[src/rtl/bnc_pkg.sv]
// Shared definitions for the block nesting checker.
// ASCII constants, keyword codes, error codes and character helpers.
package bnc_pkg;

    localparam logic [7:0] ASCII_SPACE = 8'h20;
    localparam logic [7:0] ASCII_UA    = 8'h41;
    localparam logic [7:0] ASCII_UZ    = 8'h5A;
    localparam logic [7:0] ASCII_LA    = 8'h61;
    localparam logic [7:0] ASCII_LZ    = 8'h7A;
    localparam logic [7:0] CASE_OFS    = 8'h20;

    localparam logic [7:0] CH_B = 8'h62;
    localparam logic [7:0] CH_D = 8'h64;
    localparam logic [7:0] CH_E = 8'h65;
    localparam logic [7:0] CH_F = 8'h66;
    localparam logic [7:0] CH_G = 8'h67;
    localparam logic [7:0] CH_I = 8'h69;
    localparam logic [7:0] CH_J = 8'h6A;
    localparam logic [7:0] CH_K = 8'h6B;
    localparam logic [7:0] CH_N = 8'h6E;
    localparam logic [7:0] CH_O = 8'h6F;
    localparam logic [7:0] CH_R = 8'h72;

    localparam logic [1:0] ERR_NONE     = 2'b00;
    localparam logic [1:0] ERR_UNDER    = 2'b01;
    localparam logic [1:0] ERR_MISMATCH = 2'b10;
    localparam logic [1:0] ERR_OVER     = 2'b11;

    typedef enum logic [2:0] {
        KW_NONE,
        KW_BEGIN,
        KW_END,
        KW_FORK,
        KW_JOIN
    } kw_e;

    typedef enum logic [1:0] {
        W_IDLE,
        W_WORD,
        W_NONE
    } wstate_e;

    function automatic logic is_upper(input logic [7:0] c);
        return (c >= ASCII_UA) && (c <= ASCII_UZ);
    endfunction

    function automatic logic is_lower(input logic [7:0] c);
        return (c >= ASCII_LA) && (c <= ASCII_LZ);
    endfunction

    function automatic logic is_letter(input logic [7:0] c);
        return is_upper(c) || is_lower(c);
    endfunction

    // Keyword index: 0 begin, 1 end, 2 fork, 3 join
    function automatic logic [2:0] kw_len(input logic [1:0] k);
        logic [2:0] n;
        unique case (k)
            2'd0:    n = 3'd5;
            2'd1:    n = 3'd3;
            default: n = 3'd4;
        endcase
        return n;
    endfunction

    function automatic logic [7:0] kw_char(input logic [1:0] k,
                                           input logic [2:0] i);
        logic [7:0] c;
        c = 8'h00;
        unique case (k)
            2'd0: case (i)
                3'd0:    c = CH_B;
                3'd1:    c = CH_E;
                3'd2:    c = CH_G;
                3'd3:    c = CH_I;
                3'd4:    c = CH_N;
                default: c = 8'h00;
            endcase
            2'd1: case (i)
                3'd0:    c = CH_E;
                3'd1:    c = CH_N;
                3'd2:    c = CH_D;
                default: c = 8'h00;
            endcase
            2'd2: case (i)
                3'd0:    c = CH_F;
                3'd1:    c = CH_O;
                3'd2:    c = CH_R;
                3'd3:    c = CH_K;
                default: c = 8'h00;
            endcase
            default: case (i)
                3'd0:    c = CH_J;
                3'd1:    c = CH_O;
                3'd2:    c = CH_I;
                3'd3:    c = CH_N;
                default: c = 8'h00;
            endcase
        endcase
        return c;
    endfunction

endpackage

[src/rtl/block_nest_checker_word_matcher.sv]
// Keyword recogniser: folds case and tracks which keywords
// the current word could still be, one letter at a time.
module bnc_word_matcher
    import bnc_pkg::*;
#(
    parameter bit CASE_INSENSITIVE = 1'b1,
    parameter bit ENABLE_FORK      = 1'b1
) (
    input  logic       clk,
    input  logic       reset,
    input  logic [7:0] ch_i,
    input  logic       valid_i,
    output kw_e        kw_o,
    output logic       pending_o
);

    // bit0 begin, bit1 end, bit2 fork, bit3 join
    localparam logic [3:0] CAND_INIT =
        ENABLE_FORK ? 4'b1111 : 4'b0011;

    wstate_e    state_q, state_d;
    logic [2:0] pos_q, pos_d;
    logic [3:0] cand_q, cand_d;

    logic [7:0] folded;
    logic       letter;
    logic [3:0] base_cand;
    logic [2:0] base_pos;
    logic [3:0] step;

    assign letter = is_letter(ch_i);
    assign folded = (CASE_INSENSITIVE && is_upper(ch_i))
                  ? ch_i + CASE_OFS : ch_i;

    // Match state register
    always_ff @(posedge clk or posedge reset) begin
        if (reset) begin
            state_q <= W_IDLE;
            pos_q   <= 3'd0;
            cand_q  <= 4'd0;
        end else begin
            state_q <= state_d;
            pos_q   <= pos_d;
            cand_q  <= cand_d;
        end
    end

    // Narrow the candidate set by one letter, or close the word
    always_comb begin
        state_d   = state_q;
        pos_d     = pos_q;
        cand_d    = cand_q;
        base_cand = (state_q == W_IDLE) ? CAND_INIT : cand_q;
        base_pos  = (state_q == W_IDLE) ? 3'd0 : pos_q;
        for (int k = 0; k < 4; k++) begin
            step[k] = base_cand[k]
                   && (base_pos < kw_len(2'(k)))
                   && (folded == kw_char(2'(k), base_pos));
        end
        if (valid_i) begin
            if (!letter) begin
                state_d = W_IDLE;
                pos_d   = 3'd0;
                cand_d  = 4'd0;
            end else if (state_q != W_NONE) begin
                if (step == 4'd0) begin
                    state_d = W_NONE;
                    pos_d   = 3'd0;
                    cand_d  = 4'd0;
                end else begin
                    state_d = W_WORD;
                    pos_d   = base_pos + 3'd1;
                    cand_d  = step;
                end
            end
        end
    end

    // A keyword is pending when a surviving candidate is complete
    always_comb begin
        kw_o = KW_NONE;
        if (state_q == W_WORD) begin
            if (cand_q[0] && pos_q == kw_len(2'd0))
                kw_o = KW_BEGIN;
            else if (cand_q[1] && pos_q == kw_len(2'd1))
                kw_o = KW_END;
            else if (cand_q[2] && pos_q == kw_len(2'd2))
                kw_o = KW_FORK;
            else if (cand_q[3] && pos_q == kw_len(2'd3))
                kw_o = KW_JOIN;
        end
    end

    assign pending_o = (state_q != W_IDLE);

endmodule

[config.mk]
export PLATFORM = sky130hd
export DESIGN_NAME = bnc_word_matcher
export DESIGN_NICKNAME = d
export VERILOG_FILES = /design/src/rtl/bnc_pkg.sv /design/src/rtl/block_nest_checker_word_matcher.sv
export SDC_FILE = /design/constraint.sdc
export NUM_CORES = 1
export LEC_CHECK = 0
export ABC_AREA = 0
export CAP_MARGIN = 20
export CORE_MARGIN = 2
export CORE_UTILIZATION = 50
export CTS_CLUSTER_DIAMETER = 150
export DETAILED_ROUTE_END_ITERATION = 8
export PLACE_DENSITY_LB_ADDON = 0.2
export SLEW_MARGIN = 20
export SYNTH_ARGS = -nofsm -noshare
export SYNTH_HDL_FRONTEND = slang
export SYNTH_SLANG_ARGS = --single-unit
[constraint.sdc]
create_clock -name clk -period 2.6 [get_ports clk]
set_input_delay 0.78 -clock clk [delete_from_list [all_inputs] [get_ports clk]]
set_output_delay 0.78 -clock clk [all_outputs]
set_load 0.05 [all_outputs]
* Word-level counts from Yosys, hierarchy flattened
Cells that the tools add are included.
** Storage, ports and cells
- Input bits :: 11
- Output and inout bits :: 4
- Logic and storage cells :: 67
- Register bits after elaboration :: 9
** Cells by class
- Reduce and logical (&&, ||, !) cells :: 20
- Equal/unequal tests :: 14
- $lt $le $gt $ge :: 7
- Add/subtract/negate cells :: 2
- Mux-type cells :: 21
** Operators by type and width (count)
- $pmux 7 s4 :: 2
- $pmux 7 s5 :: 1
- $eq 8x8->1 :: 4
- $mux 3 :: 9
- $pmux 7 s3 :: 1
- $ge 8x7->1 const B :: 2
- $le 8x7->1 const B :: 2
- $mux 4 :: 4
- $logic_and 1x1->1 :: 14
- $eq 3x2->1 const B :: 3
- $eq 3x3->1 const B :: 3
- $add 8x6->8 const B :: 1
- $mux 8 :: 1
- $lt 3x3->1 const B :: 2
- $mux 2 :: 3
- $logic_not 4->1 :: 1
- $add 3x1->3 const B :: 1
- $eq 3x1->1 const B :: 1
- $logic_not 3->1 :: 1
- $lt 3x2->1 const B :: 1
- $eq 2x1->1 const B :: 1
- $logic_not 2->1 :: 1
- $ne 2x1->1 const B :: 1
- $ne 2x2->1 const B :: 1
- other kinds (3) :: 3

* Logic depth before layout (Yosys ltp)
Gate-level depths: netlist of the first run.
- Depth in word-level cells :: 10
- Depth in mapped cells :: 13
- Depth with buffers taken out :: 12

* Worst setup path before layout of the first run
No wires, ideal clock.
- Path type :: reg-to-output
- Start :: register state_q[1]
- End :: output port kw_o[2]
- Required time :: 1.820 ns
- Setup slack :: -0.694 ns
- Buffers on the path :: 0
- Stages on the path, launching flop included :: 4
- Arrival time :: 2.514 ns
- Cells stage by stage :: dfrtp_1 > nand2b_1 > or3_1 > nor4b_1
** Between the ends
- Longest elaborated chain between the ends :: 2
** RTL lines
- start, declared :: RTL line block_nest_checker_word_matcher.sv:21 : wstate_e state_q, state_d;
- start signal, assigned :: RTL line block_nest_checker_word_matcher.sv:42 : state_q <= state_d;
- $eq 2x1->1 :: RTL line block_nest_checker_word_matcher.sv:82 : if (state_q == W_WORD) begin
- $mux 3 :: RTL line block_nest_checker_word_matcher.sv:82
- end, declared :: RTL line block_nest_checker_word_matcher.sv:13 : output kw_e kw_o,
Every way passes these cells.

* Worst setup path in the final report of the first run
- Start :: input port ch_i[2]
- End :: register state_q[1]
** Between the ends
- Longest elaborated chain between the ends :: 9
- Elaborated cells on any way between the ends :: 23
- Classes of those cells :: add/sub (1); order compare (4); eq/ne (5); mux (4); reduce/logical (9)
** RTL lines
- start, declared :: RTL line block_nest_checker_word_matcher.sv:11 : input logic [7:0] ch_i,
- $ge 8x7->1 / $le 8x7->1 (equally long branches) :: RTL line bnc_pkg.sv:44 : return (c >= ASCII_UA) && (c <= ASCII_UZ);
- $logic_and 1x1->1 :: RTL line bnc_pkg.sv:44
- $mux 8 :: RTL line block_nest_checker_word_matcher.sv:33 : ? ch_i + CASE_OFS : ch_i;
- $eq 8x8->1 :: RTL line block_nest_checker_word_matcher.sv:58 : && (folded == kw_char(2'(k), base_pos));
- $logic_and 1x1->1 :: RTL line block_nest_checker_word_matcher.sv:58
- $logic_not 4->1 :: RTL line block_nest_checker_word_matcher.sv:66 : if (step == 4'd0) begin
- $mux 2 :: RTL line block_nest_checker_word_matcher.sv:66
- $mux 2 :: RTL line block_nest_checker_word_matcher.sv:65 : end else if (state_q != W_NONE) begin
- $mux 2 :: RTL line block_nest_checker_word_matcher.sv:61 : if (!letter) begin
Several ways; a longest one is shown, not always the timed one. The select of a mux whose other input is x is not followed.
A chain may end at the register's enable or synchronous reset.

==> impl_results.md, run 1 <==
- Top-area cell type share of the netlist area: 0.179
- Synth Warn #: 0
- DRT Pass-1 Iters: 5
- Mapped Area: 1260 um2
- Status: finished, violations left
- Nets@finish: 236
- Most frequent cells in the layout: buf_4, nand2_1, nor2_1
- Later-pin clock latency in the skew report: 0.26 ns
- Antenna diode count: 0
- Slew HR: 0.676
- Slew Viols, Final: 0
- Num CTS Buffers: 3
- Die outline height: 54.2 um
- Req. time, crit path: 2.80 ns
- Final-report hold violation count: 0
- Register bit total from synthesis: 9
- Critical path startpoint: ch_i[2]
- Most used flip-flop cell after synthesis: dfrtp_1
- Syn Area/Cell: 7.72 um2
- Final instance area: 1950 um2
- Max_cap viols: 0
- Largest net degree at the start of global routing: 11
- Reg2reg start: state_q[1]
- Site Rows: 18
- Drt wl/cell: 17.2 um
- Flop-to-flop setup slack: 0.06 ns
- Synth top area cells: dfrtp_1, ha_1, nand2_1
- First-pass GRT wire length: 6170 um
- Met1 Usage GRT: 0.325
- Worst-margin pin slew: 0.485 ns
- Clock transition at path regs: 0.06 ns
- Gate Count Post-Synth: 163
- Critical Path Source Type: input pin
- Clock sinks: 9
- Worst R2R End: state_q[1]
- CTS tree: yes
- Slack of the critical path: -0.0624 ns
- Setup_tns: -0.238 ns
- DRT iter0 DRCs: 60
- Post-Syn Nets: 180
- Area Growth Syn to Fin: 55.1%
- Placed cell area: 1710 um2
- F_max: 376 MHz
- CP Capture Type: flip-flop
- Reg2Reg Depth: 12
- Grt total ovfl: 0
- CORE AREA: 2430 um2
- Antenna Violating Nets Remaining: 0
- Hold Path Class: reg2reg
- Die span in x: 54.2 um
- DRC viols: 0
- Leak: 0.847 nW
- Clock skew: 0.00146 ns
- Final-layout fill cell count: 170
- Grt met2 use: 0.572
- Antenna violations before repair: 0
- Port bufs: 14
- Vias per cell: 6.22
- CP arrival: 2.86 ns
- GRT Total Usage: 0.298
- Placer Congestion: 0.897
- Effective utilization at floorplan: 0.517
- Deepest clock path buffer count: 2
- Ys async rst share: 1.00
- Critical-path maximum fanout: 5
- Unique masters post-synth: 56
- Tcrit/Tclk final: 1.02
- Violated checks: setup timing
- H-tree Lvls: 1
- Share of cells above drive strength 1: 0.482
- Synth area leader: dfrtp_1
- Cell Pwr Density: 217 nW/um2
- WL final: 4260 um
- Layout Cells excl Fill: 248
- DIE AREA: 2930 um2
- Placed insts: 237
- Final setup fails: 5
- Post-synth EDFFs: 0
- Register area share after synthesis: 0.179
- Commonest non-fill, non-tap cell in the layout: buf_4
- I/O pins: 15
- Min cycle time layout: 2.66 ns
- RSZ-0062 raised after global routing: true
- Core Util, Final: 0.802
- Vias in the first global route: 1362
- Worst vdd ir: 0.000290 V
- DP HPWL: 2940 um
- GR Util met3: 0.0444
- Root buf cell: clkbuf_4
- Most Used Layer, Global Route: met2
- DR vias: 1543
- Crit path to: state_q[1]
- Critical path class: in2reg
state kept, by name, summed over array words and instances (netlist names):
name	flops
pos_q	3
cand_q	4
state_q	2
cells in the mapped netlist (4+ instances only):
master / instances
o31ai_1: 4
o21a_1: 4
clkbuf_1: 4
o21ai_0: 9
nand3_1: 7
nor3_1: 8
nand2_1: 17
buf_6: 5
ha_1: 6
dfrtp_1: 9
inv_1: 10
nor2_1: 13
xnor2_1: 4
nor2b_1: 4
cell type report:
type	instances	area (um2)	share of cell area
clock buffer	4	26.3	0.0135
timing repair buffer	61	524	0.269
tap	30	37.5	0.0192
inverter	10	40.0	0.0205
sequential	9	228	0.117
multi-input combinational	134	1100	0.562
worst min-delay path by stage:
stage / from / endpoint / slack (ns) / cells after the start
3_3_place_gp: cand_q[3] / cand_q[3] / 0.49 / 2
4_1_cts: cand_q[1] / cand_q[1] / 0.52 / 1
5_1_grt: cand_q[1] / cand_q[1] / 0.54 / 1
2_1_floorplan: cand_q[3] / cand_q[3] / 0.45 / 2
3_5_place_dp: cand_q[1] / cand_q[1] / 0.49 / 1
6_report: cand_q[1] / cand_q[1] / 0.53 / 1
kinds of logic after synthesis:
group / share of synthesized area
AOI/OAI and AO/OA: 0.335
xor gates and xnor gates: 0.0348
adders and majority gates: 0.0596
buffers and inverters: 0.0924
DFF: 0.179
muxes: 0.0249
and+or+nand+nor: 0.274
critical path, stage by stage:
cell and delay (ns):
buf_8 0.10, or4_4 0.56, o21a_1 0.22, o211ai_2 0.24, nor3_2 0.08, o211a_1 0.28, a311oi_4 0.40, a22o_1 0.19
through the flow:
stage | hold slack (ns) | setup slack, ns | power [W]
3_5_place_dp | 0.495 | -0.649 | 0.000287
6_report | 0.525 | -0.0624 | 0.000424
2_1_floorplan | 0.449 | -0.0812 | 0.000224
4_1_cts | 0.520 | -0.0698 | 0.000406
5_1_grt | 0.540 | -0.158 | 0.000442
3_3_place_gp | 0.487 | -0.556 | 0.000283
layer usage:
metal	wire, um	vias up
met5	0	-
met4	112	0
met3	247	20
met2	2270	77
met1	1630	730
li1	-	716
power by group:
part / total, W / switching [W] / leakage (nW) / internal, W
Sequential: 0.000144 / 0.00000267 / 0.122 / 0.000142
Clock: 0.000112 / 0.0000527 / 0.0150 / 0.0000594
Combinational: 0.000168 / 0.0000870 / 0.710 / 0.0000809
Total: 0.000424 / 0.000142 / 0.847 / 0.000282
timing repair:
item,CTS,global route
gates resized for setup,37,32
setup endpoints to repair,11,9
setup buffers,3,4
pin swaps,21,21
hold buffers,0,0
(Power assumes the default switching activity.)
==> inputs of run 2 (changes only) <==
ABC_AREA = default   (was 0)
==> results of run 2 <==
No change in the layout: final DEF, timing and power equal those of run 1.
==> inputs of run 3 (changes only) <==
==> constraint.sdc (replaced) <==
create_clock -name clk -period 2.6 [get_ports clk]
set_input_delay 0.39 -clock clk [delete_from_list [all_inputs] [get_ports clk]]
set_output_delay 0.39 -clock clk [all_outputs]
set_load 0.05 [all_outputs]
==> run 3 against run 2 <==
The run still ends with setup timing left. Critical path depth increased by 3. Register-to-register slack got worse by 0.07 ns. Non-clock buffer count increased by 4. Final area increased by 1.1%. Worst setup slack improved by 0.055 ns. Sequential share of layout area decreased by 0.13 points. Routed wire length increased by 4.3%. Die area unchanged. Sequential cell count unchanged. Utilization increased by 0.87 points. Clock skew decreased by 0.00084 ns. Clock-buffer cell count unchanged. Critical path type is now reg2reg.
==> impl_results.md, run 3 (synthesis gave the netlist of run 1 again) <==
- DR vias: 1574 (+2.0%)
- First-pass GRT wire length: 6380 um (+3.4%)
- Share of cells above drive strength 1: 0.459 (-0.0222)
- Crit path to: pos_q[2]
- Site Rows: 18 (unchanged)
- Worst R2R End: pos_q[2]
- Hold Path Class: in2async
- Max_cap viols: 0 (unchanged)
- Deepest clock path buffer count: 2 (unchanged)
- DP HPWL: 2960 um (+0.65%)
- Tcrit/Tclk final: 1.00 (-0.0212)
- Placed insts: 240 (+1.3%)
- Later-pin clock latency in the skew report: 0.26 ns (about the same)
- Num CTS Buffers: 3 (unchanged)
- Slack of the critical path: -0.00730 ns (+0.0551 ns)
- Root buf cell: clkbuf_4
- Antenna Violating Nets Remaining: 0 (unchanged)
- CP cell instances: o21ai_4 -> buf_4 -> ha_4 -> nor3_1 -> nor2_2 -> buf_4 -> nor2_1 -> or3_4 -> a211oi_4 -> a311oi_4 -> o31ai_4
- Top flop regs: cand_q (4), pos_q (3), state_q (2)
- Worst-margin pin slew: 0.486 ns (+0.00116 ns)
- Port bufs: 14 (unchanged)
- Critical-path maximum fanout: 5 (unchanged)
- Violated checks: setup timing
- Reg2reg start: state_q[0]
- Die span in x: 54.2 um (unchanged)
- Req. time, crit path: 2.78 ns (-0.02 ns)
- Nets@finish: 240 (+1.7%)
- Layout Cells excl Fill: 252 (+1.6%)
- Die outline height: 54.2 um (unchanged)
- Final setup fails: 2 (-3)
- DIE AREA: 2930 um2 (unchanged)
- Grt total ovfl: 0 (unchanged)
- Critical Path Source Type: flip-flop
- Status: finished, violations left
- Max reg flops: 4 (unchanged)
- Critical path's largest stage delay: 0.47 ns (-0.09 ns)
- CTS tree: yes
- CORE AREA: 2430 um2 (unchanged)
- Worst vdd ir: 0.000282 V (-2.7%)
- DRT iter0 DRCs: 47 (-22%)
- DRC viols: 0 (unchanged)
- Final-layout fill cell count: 165 (-2.9%)
- Clock skew: 0.000619 ns (-0.000836 ns)
- CP Capture Type: flip-flop
- Crit path max-delay cell type: dfrtp_2
- Drt wl/cell: 17.6 um (+2.6%)
- H-tree Lvls: 1 (unchanged)
- Clock sinks: 9 (unchanged)
- Final-report hold violation count: 0 (unchanged)
- CP arrival: 2.78 ns (-0.08 ns)
- Placer Congestion: 0.866 (-3.4%)
- WL final: 4450 um (+4.3%)
- Vias in the first global route: 1483 (+8.9%)
- Antenna violations before repair: 0 (unchanged)
- Slew Viols, Final: 0 (unchanged)
- Register name with the most flops: cand_q
- Critical path class: reg2reg
- Leak: 0.863 nW (+1.9%)
- Min cycle time layout: 2.61 ns (-0.0551 ns)
- Setup_tns: -0.0128 ns (+0.225 ns)
- RSZ-0062 raised after global routing: true
- Clock transition at path regs: 0.06 ns (about the same)
- Antenna diode count: 0 (unchanged)
- Cell Pwr Density: 211 nW/um2 (-2.7%)
- Area Growth Syn to Fin: 56.8%
- Largest net degree at the start of global routing: 10 (-1)
- Most frequent cells in the layout: buf_4, nand2_1, nor2_1
- Reg2Reg Depth: 11 (-1)
- Slew HR: 0.675 (-0.000775)
- Commonest non-fill, non-tap cell in the layout: buf_4
- GRT Total Usage: 0.298 (unchanged)
- CP most frequent cell: buf_4
- Effective utilization at floorplan: 0.517 (unchanged)
- I/O pins: 15 (unchanged)
- DRT Pass-1 Iters: 5 (unchanged)
- Flop-to-flop setup slack: -0.007 ns (-0.07 ns)
- F_max: 384 MHz (+2.1%)
- Critical path startpoint: state_q[0]
- Vias per cell: 6.25 (+0.39%)
## run 3: worst min-delay path by stage
stage / from / to / slack [ns]
floorplan: reset / cand_q[0] / 0.22
global placement: cand_q[3] / cand_q[3] / 0.48
detailed placement: cand_q[1] / cand_q[1] / 0.49
CTS: reset / pos_q[0] / 0.39
global route: reset / cand_q[0] / 0.41
finish: reset / cand_q[0] / 0.39
## run 3: through the flow
stage / power (W) / setup slack (ns) / util / hold WS [ns] / area [um2]
floorplan: 0.000223 / -0.0321 / - / 0.218 / 1280
global placement: 0.000281 / -0.182 / 0.697 / 0.481 / 1700
detailed placement: 0.000287 / -0.261 / 0.697 / 0.489 / 1700
CTS: 0.000406 / 0.00660 / 0.756 / 0.389 / 1840
global route: 0.000438 / -0.108 / 0.811 / 0.410 / 1970
finish: 0.000417 / -0.00730 / 0.811 / 0.388 / 1970
## run 3: layout make-up
type | count | area (um2) | share of cell area
Multi-Input combinational cell | 134 | 1110 | 0.565
Tap cell | 30 | 37.5 | 0.0190
Inverter | 10 | 45.0 | 0.0228
Timing Repair Buffer | 65 | 522 | 0.264
Sequential cell | 9 | 228 | 0.115
Clock buffer | 4 | 26.3 | 0.0133
## run 3: layer usage
layer	vias to the layer above	global-route usage	wire length, um	share of wire
met3	19	0.0361	215	0.048
met5	-	0	0	0
met4	0	0.133	168	0.038
met1	749	0.327	1650	0.37
li1	725	-	-	-
met2	81	0.560	2410	0.54
## run 3: where the power goes
group | switching (W) | total (W) | internal [W] | leakage (nW)
clock network | 0.0000507 | 0.000110 | 0.0000593 | 0.0150
registers | 0.00000289 | 0.000145 | 0.000142 | 0.122
logic | 0.0000858 | 0.000163 | 0.0000768 | 0.726
total | 0.000139 | 0.000417 | 0.000278 | 0.863
## run 3: worst max-delay path, delay by kind of cell (launching register included)
kind	cells	cell delay, ns
AO/OA/AOI/OAI	4	0.98
AND/OR/NAND/NOR	4	0.59
flip-flops	1	0.47
buffers and inverters	2	0.31
adder cells (fa/ha/maj)	1	0.16
## run 3: timing repair
item                       4_1_cts  5_1_grt
hold buffers                     0        0
resized for setup               23       26
buffers inserted                 6        4
pin swaps                       13       13
setup endpoints to repair        5        8
hold endpoints to repair         0        0
